===== config.mk =====
export PLATFORM = sky130hd
export DESIGN_NAME = alu_issue_stage
export DESIGN_NICKNAME = d
export VERILOG_FILES = /design/src/rtl/alu_issue_stage.sv
export SDC_FILE = /design/constraint.sdc
export NUM_CORES = 1
export LEC_CHECK = 0
export ABC_CLOCK_PERIOD_IN_PS = 2500
export CORE_ASPECT_RATIO = 1.1
export CORE_MARGIN = 2
export CORE_UTILIZATION = 45
export CTS_BUF_LIST = sky130_fd_sc_hd__clkbuf_8
export DETAILED_ROUTE_END_ITERATION = 16
export PLACE_DENSITY = 0.77
export SETUP_SLACK_MARGIN = 0.05
export SLEW_MARGIN = 30
export SYNTH_ARGS = -nofsm -noshare
export SYNTH_HDL_FRONTEND = slang
export SYNTH_SLANG_ARGS = --single-unit

===== constraint.sdc =====
create_clock -name clk -period 2.5 [get_ports clk]
set_clock_uncertainty 0.15 [all_clocks]
set_input_delay 0.375 -clock clk [delete_from_list [all_inputs] [get_ports clk]]
set_output_delay 0.375 -clock clk [all_outputs]
set_load 0.01 [all_outputs]

===== src/rtl/alu_issue_stage.sv =====
// alu_issue_stage: decode/execute pipeline register feeding the ALU.
// It takes decoded ops over a valid/ready handshake. At capture it picks operand B
// (rs2 or immediate) and applies writeback forwarding. It registers the operands and
// one-hot ALU selects. A 2-entry (MAIN + SKID) buffer lets in_ready come from a flop.
// Ports:
//   clk, rst_n               clock, async active-low reset
//   flush                    sync kill of all held entries
//   in_valid/in_ready        upstream handshake; in_op, in_rs1/2, in_rs1/2_data,
//                            in_imm, in_use_imm, in_rd carry the decoded op
//   fwd_valid/fwd_rd/fwd_data  writeback forward bus
//   out_valid/out_ready      downstream handshake
//   operand_a/operand_b, alu_sel_*, out_rd, out_illegal  registered ALU inputs
module alu_issue_stage #(
  parameter int unsigned WIDTH = 32,
  parameter int unsigned RBITS = 5
) (
  input  logic             clk,
  input  logic             rst_n,
  input  logic             flush,
  input  logic             in_valid,
  output logic             in_ready,
  input  logic [2:0]       in_op,
  input  logic [RBITS-1:0] in_rs1,
  input  logic [RBITS-1:0] in_rs2,
  input  logic [WIDTH-1:0] in_rs1_data,
  input  logic [WIDTH-1:0] in_rs2_data,
  input  logic [WIDTH-1:0] in_imm,
  input  logic             in_use_imm,
  input  logic [RBITS-1:0] in_rd,
  input  logic             fwd_valid,
  input  logic [RBITS-1:0] fwd_rd,
  input  logic [WIDTH-1:0] fwd_data,
  output logic             out_valid,
  input  logic             out_ready,
  output logic [WIDTH-1:0] operand_a,
  output logic [WIDTH-1:0] operand_b,
  output logic             alu_sel_add,
  output logic             alu_sel_sub,
  output logic             alu_sel_nop,
  output logic             alu_sel_pass1,
  output logic             alu_sel_pass2,
  output logic [RBITS-1:0] out_rd,
  output logic             out_illegal
);

  localparam int unsigned SELW = 5;
  // Select vector bit order: {pass2, pass1, nop, sub, add}
  localparam logic [SELW-1:0] SEL_ADD   = 5'b00001;
  localparam logic [SELW-1:0] SEL_SUB   = 5'b00010;
  localparam logic [SELW-1:0] SEL_NOP   = 5'b00100;
  localparam logic [SELW-1:0] SEL_PASS1 = 5'b01000;
  localparam logic [SELW-1:0] SEL_PASS2 = 5'b10000;

  typedef struct packed {
    logic [WIDTH-1:0] a;
    logic [WIDTH-1:0] b;
    logic [SELW-1:0]  sel;
    logic             illegal;
    logic [RBITS-1:0] rd;
  } entry_t;

  typedef enum logic [1:0] {
    EMPTY = 2'd0,
    ONE   = 2'd1,
    FULL  = 2'd2
  } state_t;

  state_t state;
  entry_t main_q;
  entry_t skid_q;
  entry_t cap_c;
  logic   out_valid_q;
  logic   in_ready_q;
  logic   accept_c;
  logic   transfer_c;

  assign accept_c   = in_valid && in_ready_q;
  assign transfer_c = out_valid_q && out_ready;

  // Build the entry that would be captured this cycle; register 0 is never forwarded.
  always_comb begin
    cap_c    = '0;
    cap_c.rd = in_rd;
    cap_c.a  = (fwd_valid && (fwd_rd != '0) && (fwd_rd == in_rs1)) ? fwd_data : in_rs1_data;
    if (in_use_imm)
      cap_c.b = in_imm;
    else if (fwd_valid && (fwd_rd != '0) && (fwd_rd == in_rs2))
      cap_c.b = fwd_data;
    else
      cap_c.b = in_rs2_data;
    cap_c.sel     = SEL_NOP;
    cap_c.illegal = 1'b0;
    case (in_op)
      3'd0:    cap_c.sel = SEL_ADD;
      3'd1:    cap_c.sel = SEL_SUB;
      3'd2:    cap_c.sel = SEL_NOP;
      3'd3:    cap_c.sel = SEL_PASS1;
      3'd4:    cap_c.sel = SEL_PASS2;
      default: cap_c.illegal = 1'b1;
    endcase
  end

  // Occupancy FSM; MAIN drives the outputs directly, and going empty forces NOP-only selects.
  always_ff @(posedge clk or negedge rst_n) begin
    if (!rst_n) begin
      state          <= EMPTY;
      out_valid_q    <= 1'b0;
      in_ready_q     <= 1'b1;
      main_q.a       <= '0;
      main_q.b       <= '0;
      main_q.sel     <= SEL_NOP;
      main_q.illegal <= 1'b0;
      main_q.rd      <= '0;
      skid_q         <= '0;
    end else if (flush) begin
      state          <= EMPTY;
      out_valid_q    <= 1'b0;
      in_ready_q     <= 1'b1;
      main_q.sel     <= SEL_NOP;
      main_q.illegal <= 1'b0;
    end else begin
      case (state)
        EMPTY: begin
          if (accept_c) begin
            main_q      <= cap_c;
            out_valid_q <= 1'b1;
            state       <= ONE;
          end
        end
        ONE: begin
          if (accept_c && !transfer_c) begin
            skid_q     <= cap_c;
            in_ready_q <= 1'b0;
            state      <= FULL;
          end else if (accept_c && transfer_c) begin
            main_q <= cap_c;
          end else if (transfer_c) begin
            out_valid_q    <= 1'b0;
            main_q.sel     <= SEL_NOP;
            main_q.illegal <= 1'b0;
            state          <= EMPTY;
          end
        end
        FULL: begin
          if (transfer_c) begin
            main_q     <= skid_q;
            in_ready_q <= 1'b1;
            state      <= ONE;
          end
        end
        default: begin
          state          <= EMPTY;
          out_valid_q    <= 1'b0;
          in_ready_q     <= 1'b1;
          main_q.sel     <= SEL_NOP;
          main_q.illegal <= 1'b0;
        end
      endcase
    end
  end

  assign in_ready      = in_ready_q;
  assign out_valid     = out_valid_q;
  assign operand_a     = main_q.a;
  assign operand_b     = main_q.b;
  assign out_rd        = main_q.rd;
  assign out_illegal   = main_q.illegal;
  assign alu_sel_add   = main_q.sel[0];
  assign alu_sel_sub   = main_q.sel[1];
  assign alu_sel_nop   = main_q.sel[2];
  assign alu_sel_pass1 = main_q.sel[3];
  assign alu_sel_pass2 = main_q.sel[4];

endmodule


==> impl_results.md, run 1 <==
* PortBufs at 234
* Register area share after synthesis at 50.1%
* Top FF cell, synth: dfrtp_1
* First-pass GRT wire length at 33700 um
* Most area-hungry cell type in the Yosys netlist: dfrtp_1
* Total GRT Usage at 23.6%
* Hold crit path type: input port to async pin
* Clock root buffer master: clkbuf_8
* Vias at 6792
* Period utilisation layout at 87.8%
* Design area at 0.0108 mm2
* Clk buf depth at 2
* TritonCTS Buffers at 17
* Worst Path Max Fanout at 32
* TritonCTS Sinks at 154
* Gate Count Post-Synth at 843
* Vias in the first global route at 6582
* Core ar. at 0.0169 mm2
* Worst R2R Path Depth at 6
* Setup crit start kind: input port
* CTS tree: built
* Die ar. at 0.0182 mm2
* Die width at 129 um
* Netlist cell types at 38
* Dpl hpwl at 14900 um
* Max Freq at 0.456 GHz
* Pwr dens at 866 mW/mm2
* # rows at 50
* I/O pin total at 235
* CP endpoint kind: flip-flop
* CTS resizes at 0
* H-tree depth at 4
* Synthesis Warnings at 0
* # nets final at 1216
* Net Count, Synth at 1001
* Fin. Hold Viols at 0
* ANT cells at 0
* Final Critical Period at 2190 ps
* Worst EP required at 2670 ps
* 1st-iter DRT viols at 441
* Slew Viols, Final at 0
* FF+latch count, synth at 154
* LEAKAGE at 4.57 nW
* Rel. slew slack at 60.7%
* Initial Utilization at 45.6%
* Ys async rst share at 100%
* Share of cells above drive strength 1 at 7.01%
* Fin Setup TNS at 0 ps
* Number of remaining DRC errors at 0
* Clock latency on the worst-skew pair at 450 ps
* Status: completed
* Pin count of the biggest net entering global routing at 97
* Chip height at 141 um
* Grt ovf at 0
* Syn Area/Cell at 9.13 um2
* Final worst setup slack at 306 ps
* Top post-synthesis cells by area: dfrtp_1 49%, o21ai_0 9.5%, mux2i_1 8.6%
* Post-synth EDFFs at 0
* Post-synth top area share at 49.4%
* CTS Hold Bufs at 1
* Unrepaired setup endpoints after global routing: no
* Worst-Margin Slew at 590 ps
* DP Area at 0.0104 mm2
* Wirelength per Cell at 16.7 um
* DR pass1 iterations at 4
* Initial antenna violation count at 0
* # setup viols final at 0
* Total wire length at 21300 um
* Post-Syn Area at 0.00770 mm2
* Vias/cell at 5.31
* Clock slew seen by the registers of the worst setup and hold paths at 90 ps
* Critical setup path kind: input port to flip-flop
* Area grow syn2layout at 40.1%
* RePlAce Congestion at 0.782
* Post-CTS Setup Inserts at 0
* DRT antenna net count at 0
* Max Cap Viol at 0
* Setup slack at placement at -131 ps
* Crit path DAT at 2370 ps
* VDD IR max at 420 uV
==> power breakdown <==
part,switching [W],internal [W]
clock,0.000975,0.00102
sequential,0.000609,0.00356
combinational,0.00144,0.00173
==> metal layers <==
layer | track usage [%] | vias up | part of all wire [%]
met5 | 0 | - | 0
met3 | 6.19 | 25 | 6.4
met1 | 29.4 | 3237 | 42
li1 | - | 3335 | -
met2 | 40.4 | 195 | 51
met4 | 6.69 | 0 | 1.2
==> cells by family (layout without fill, tap and decap cells) <==
| logic type | after synthesis | after routing | share of synthesized area, % |
|---|---|---|---|
| AOI/OAI and AO/OA | 260 | 260 | 19.7 |
| and+or+nand+nor | 218 | 218 | 12.2 |
| DFF | 154 | 154 | 50.1 |
| buffers and inverters | 128 | 355 | 7.17 |
| muxes | 73 | 73 | 9.61 |
| xor gates and xnor gates | 10 | 10 | 1.14 |
==> cells in the mapped netlist (4+ instances only) <==
master    number
buf_1          4
buf_6          7
o21ai_0      146
inv_1         65
nor2_1        15
a22oi_1       34
a31oi_1        5
dfrtp_1      152
mux2i_1       66
buf_2         15
nand2_1      151
a21oi_1        8
xnor2_1        6
nor3_1         4
clkbuf_1      37
nand3_1       34
xor2_1         4
o21bai_1       4
mux2_2         7
o21ai_1       24
o211ai_1      30
==> metrics by stage <==
step                      std cells  utilization [%]  power [W]  hold WS [ps]
after global placement         1246             61.3    0.00729           247
after CTS                      1278             63.8    0.00941           314
after detailed placement       1246             61.3    0.00741           254
final                          1278             63.8    0.00934           309
after global routing           1278             63.8    0.00996           342
after floorplan                 843                -    0.00557         -70.6
==> layout by cell type, fill, tap and decap left out, types with 2 or more instances in the layout <==
cell	Yosys	layout
o21ai_0	146	146
inv_1	65	66
nor3_1	4	3
o21ai_1	24	24
clkbuf_8	0	18
o22ai_1	2	2
nor4_4	2	2
xnor2_1	6	6
nand3_1	34	34
dfrtp_1	152	152
o21ba_2	2	2
dfstp_2	2	2
buf_4	0	11
a21oi_1	8	8
mux2_2	7	7
clkinvlp_4	0	3
a31oi_1	5	5
a22oi_1	34	34
o211ai_1	30	30
o21bai_1	4	3
clkinv_4	0	3
clkdlybuf4s50_1	0	232
inv_6	0	3
bufinv_16	0	3
xor2_1	4	4
o32a_1	2	2
nand2_1	151	151
nand2b_1	2	2
mux2i_1	66	66
buf_12	0	13
a32oi_1	2	2
nor2_1	15	15
==> final timing paths <==
| kind | start | endpoint | slack (ps) |
|---|---|---|---|
| setup / recovery | fwd_rd[1] | operand_a[25]$_DFFE_PN0P_ | 310 |
| hold / removal | rst_n | skid_q[31]$_DFFE_PN0P_ | 310 |
| setup reg to reg | state[1]$_DFFE_PN0P_ | operand_a[25]$_DFFE_PN0P_ | 440 |
| hold reg to reg | skid_q[54]$_DFFE_PN0P_ | skid_q[54]$_DFFE_PN0P_ | 330 |
| max in group asynchronous | rst_n | skid_q[65]$_DFFE_PN0P_ | 1140 |
| min in group clk | skid_q[54]$_DFFE_PN0P_ | skid_q[54]$_DFFE_PN0P_ | 330 |
==> sequential cells by signal, indices dropped and copies added (netlist names) <==
register,flops
alu_sel_nop,1
alu_sel_pass1,1
state,2
operand_b,32
out_valid,1
in_ready,1
alu_sel_pass2,1
out_illegal,1
skid_q,75
out_rd,5
alu_sel_sub,1
operand_a,32
alu_sel_add,1
==> worst max-delay path: stages <==
cell and delay, ps:
clkdlybuf4s50_1 500, or4_4 580, o21ai_4 200, nor4_4 80, buf_12 210, mux2i_1 270, o211ai_1 130
==> final cells by class <==
class / instances / area [um2]
Tap cell: 208 / 260
Inverter: 65 / 244
Clock inverter: 13 / 169
Clock buffer: 18 / 248
Sequential cell: 154 / 3860
Timing Repair Buffer: 259 / 2690
Multi-Input combinational cell: 561 / 3310
Fill cell: 1417 / 6110
Power figures use the tool's default switching activity.
==> run 2: changes to the inputs <==
CORE_MARGIN = default   (was 2)
==> run 2 against run 1 <==
Largest power group unchanged. Via count up 2.2%. Combinational power up 2%. Critical endpoint is now skid_q[39]$_DFFE_PN0P_. Total power up 2.4%. First-iteration DRC count up 34%.
==> impl_results.md, run 2 (same netlist as run 1, synthesis figures left out) <==
* Clock latency on the worst-skew pair at 450 ps
* Fin. Hold Viols at 0
* TritonCTS Sinks at 154
* Total wire length at 22100 um
* Max reg flops at 75
* Clock slew seen by the registers of the worst setup and hold paths at 80 ps
* Sequential cell area at 0.00386 mm2
* Area grow syn2layout at 42.0%
* Pwr dens at 875 mW/mm2
* Design area at 0.0109 mm2
* I/O pin total at 235
* Core ar. at 0.0166 mm2
* DP Area at 0.0105 mm2
* DR pass1 iterations at 4
* Die ar. at 0.0176 mm2
* Vias in the first global route at 6606
* Initial Utilization at 46.5%
* Initial antenna violation count at 2
* Worst Path Max Fanout at 15
* Pin count of the biggest net entering global routing at 97
* Wirelength per Cell at 17.2 um
* Critical setup path kind: input port to flip-flop
* Chip height at 139 um
* Fill count at 1353
* CP endpoint kind: flip-flop
* Grt ovf at 0
* Vias/cell at 5.39
* 1st-iter DRT viols at 589
* Final worst setup slack at 206 ps
* Most common cell after layout, fill and taps aside: clkdlybuf4s50_1
* Slew Viols, Final at 0
* Final Critical Period at 2290 ps
* Status: completed
* H-tree depth at 4
* Clk buf depth at 2
* PortBufs at 234
* Clock root buffer master: clkbuf_8
* Share of cells above drive strength 1 at 8.03%
* Total Power at 0.00956 W
* LEAKAGE at 4.68 nW
* VDD IR max at 566 uV
* ANT cells at 0
* Worst-Margin Slew at 553 ps
* CTS resizes at 0
* Crit path DAT at 2460 ps
* Setup crit start kind: input port
* Die width at 127 um
* Max Freq at 0.436 GHz
* RePlAce Congestion at 0.842
* Biggest register: skid_q
* DRT antenna net count at 0
* Hold crit path type: input port to async pin
* # rows at 49
* Worst EP required at 2660 ps
* Most frequent cells in the layout: 232 x clkdlybuf4s50_1, 152 x dfrtp_1, 151 x nand2_1, 146 x o21ai_0, 68 x inv_1
* CTS tree: built
* Total GRT Usage at 25.5%
* Max Cap Viol at 0
* Number of remaining DRC errors at 0
* First-pass GRT wire length at 34700 um
* Vias at 6939
* Dpl hpwl at 16000 um
* # nets final at 1231
* Setup slack at placement at -501 ps
* TritonCTS Buffers at 17
* # setup viols final at 0
* Unrepaired setup endpoints after global routing: no
* Multi-input gate area at 0.00331 mm2
* Rel. slew slack at 63.2%
* Period utilisation layout at 91.8%
* Fin Setup TNS at 0 ps
==> run 2: where the power goes <==
| part | internal (W) | switching (W) |
|---|---|---|
| Sequential | 0.00357 | 0.000629 |
| Combinational | 0.00174 | 0.00148 |
| Clock | 0.00125 | 0.000897 |
| Total | 0.00656 | 0.00300 |
==> run 2: final cells by class <==
type,count,area share [%]
Clock buffer,20,2.52
Clock inverter,10,1.60
Inverter,65,2.23
Multi-Input combinational cell,561,30.3
Sequential cell,154,35.3
Tap cell,204,2.34
Timing Repair Buffer,274,25.7
==> run 2: routing by layer <==
layer	global-route usage, %	part of all wire [%]	vias up
li1	-	-	3359
met2	40.4	48	254
met4	9.40	2.5	2
met5	0	0.059	-
met1	33.7	43	3285
met3	6.52	6.7	39
==> run 2: repair_timing <==
| item | 4_1_cts | 5_1_grt |
|---|---|---|
| setup endpoints to repair | 32 | 0 |
| hold buffers | 1 | 0 |
| endpoints found under the hold margin | 55 | 0 |
| setup buffers | 1 | 0 |
==> run 2: final timing paths <==
check / startpoint / end / slack, ps / cells past startpoint
worst max register to register: in_ready$_DFFE_PN1P_ / operand_a[23]$_DFFE_PN0P_ / 430 / 6
max in group asynchronous: rst_n / in_ready$_DFFE_PN1P_ / 1190 / 3
worst max-delay path: fwd_rd[4] / skid_q[39]$_DFFE_PN0P_ / 210 / 8
worst min register to register: skid_q[16]$_DFFE_PN0P_ / skid_q[16]$_DFFE_PN0P_ / 330 / 2
worst min-delay path: rst_n / skid_q[67]$_DFFE_PN0P_ / 300 / 2
min in group clk: skid_q[16]$_DFFE_PN0P_ / skid_q[16]$_DFFE_PN0P_ / 330 / 2
==> run 2: metrics by stage <==
stage | cells | util (%) | hold WS (ps)
floorplan | 843 | - | -70.6
global placement | 1255 | 63.1 | 222
detailed placement | 1256 | 63.2 | 228
CTS | 1288 | 66.0 | 295
global route | 1288 | 66.0 | 324
finish | 1288 | 66.0 | 296
==> run 2: critical path: stages <==
cell and delay [ps]:
clkdlybuf4s50_1 470, buf_4 160, xnor2_1 150, nand3_1 160, nor4_4 420, buf_12 220
mux2i_1 340, o21ai_0 150
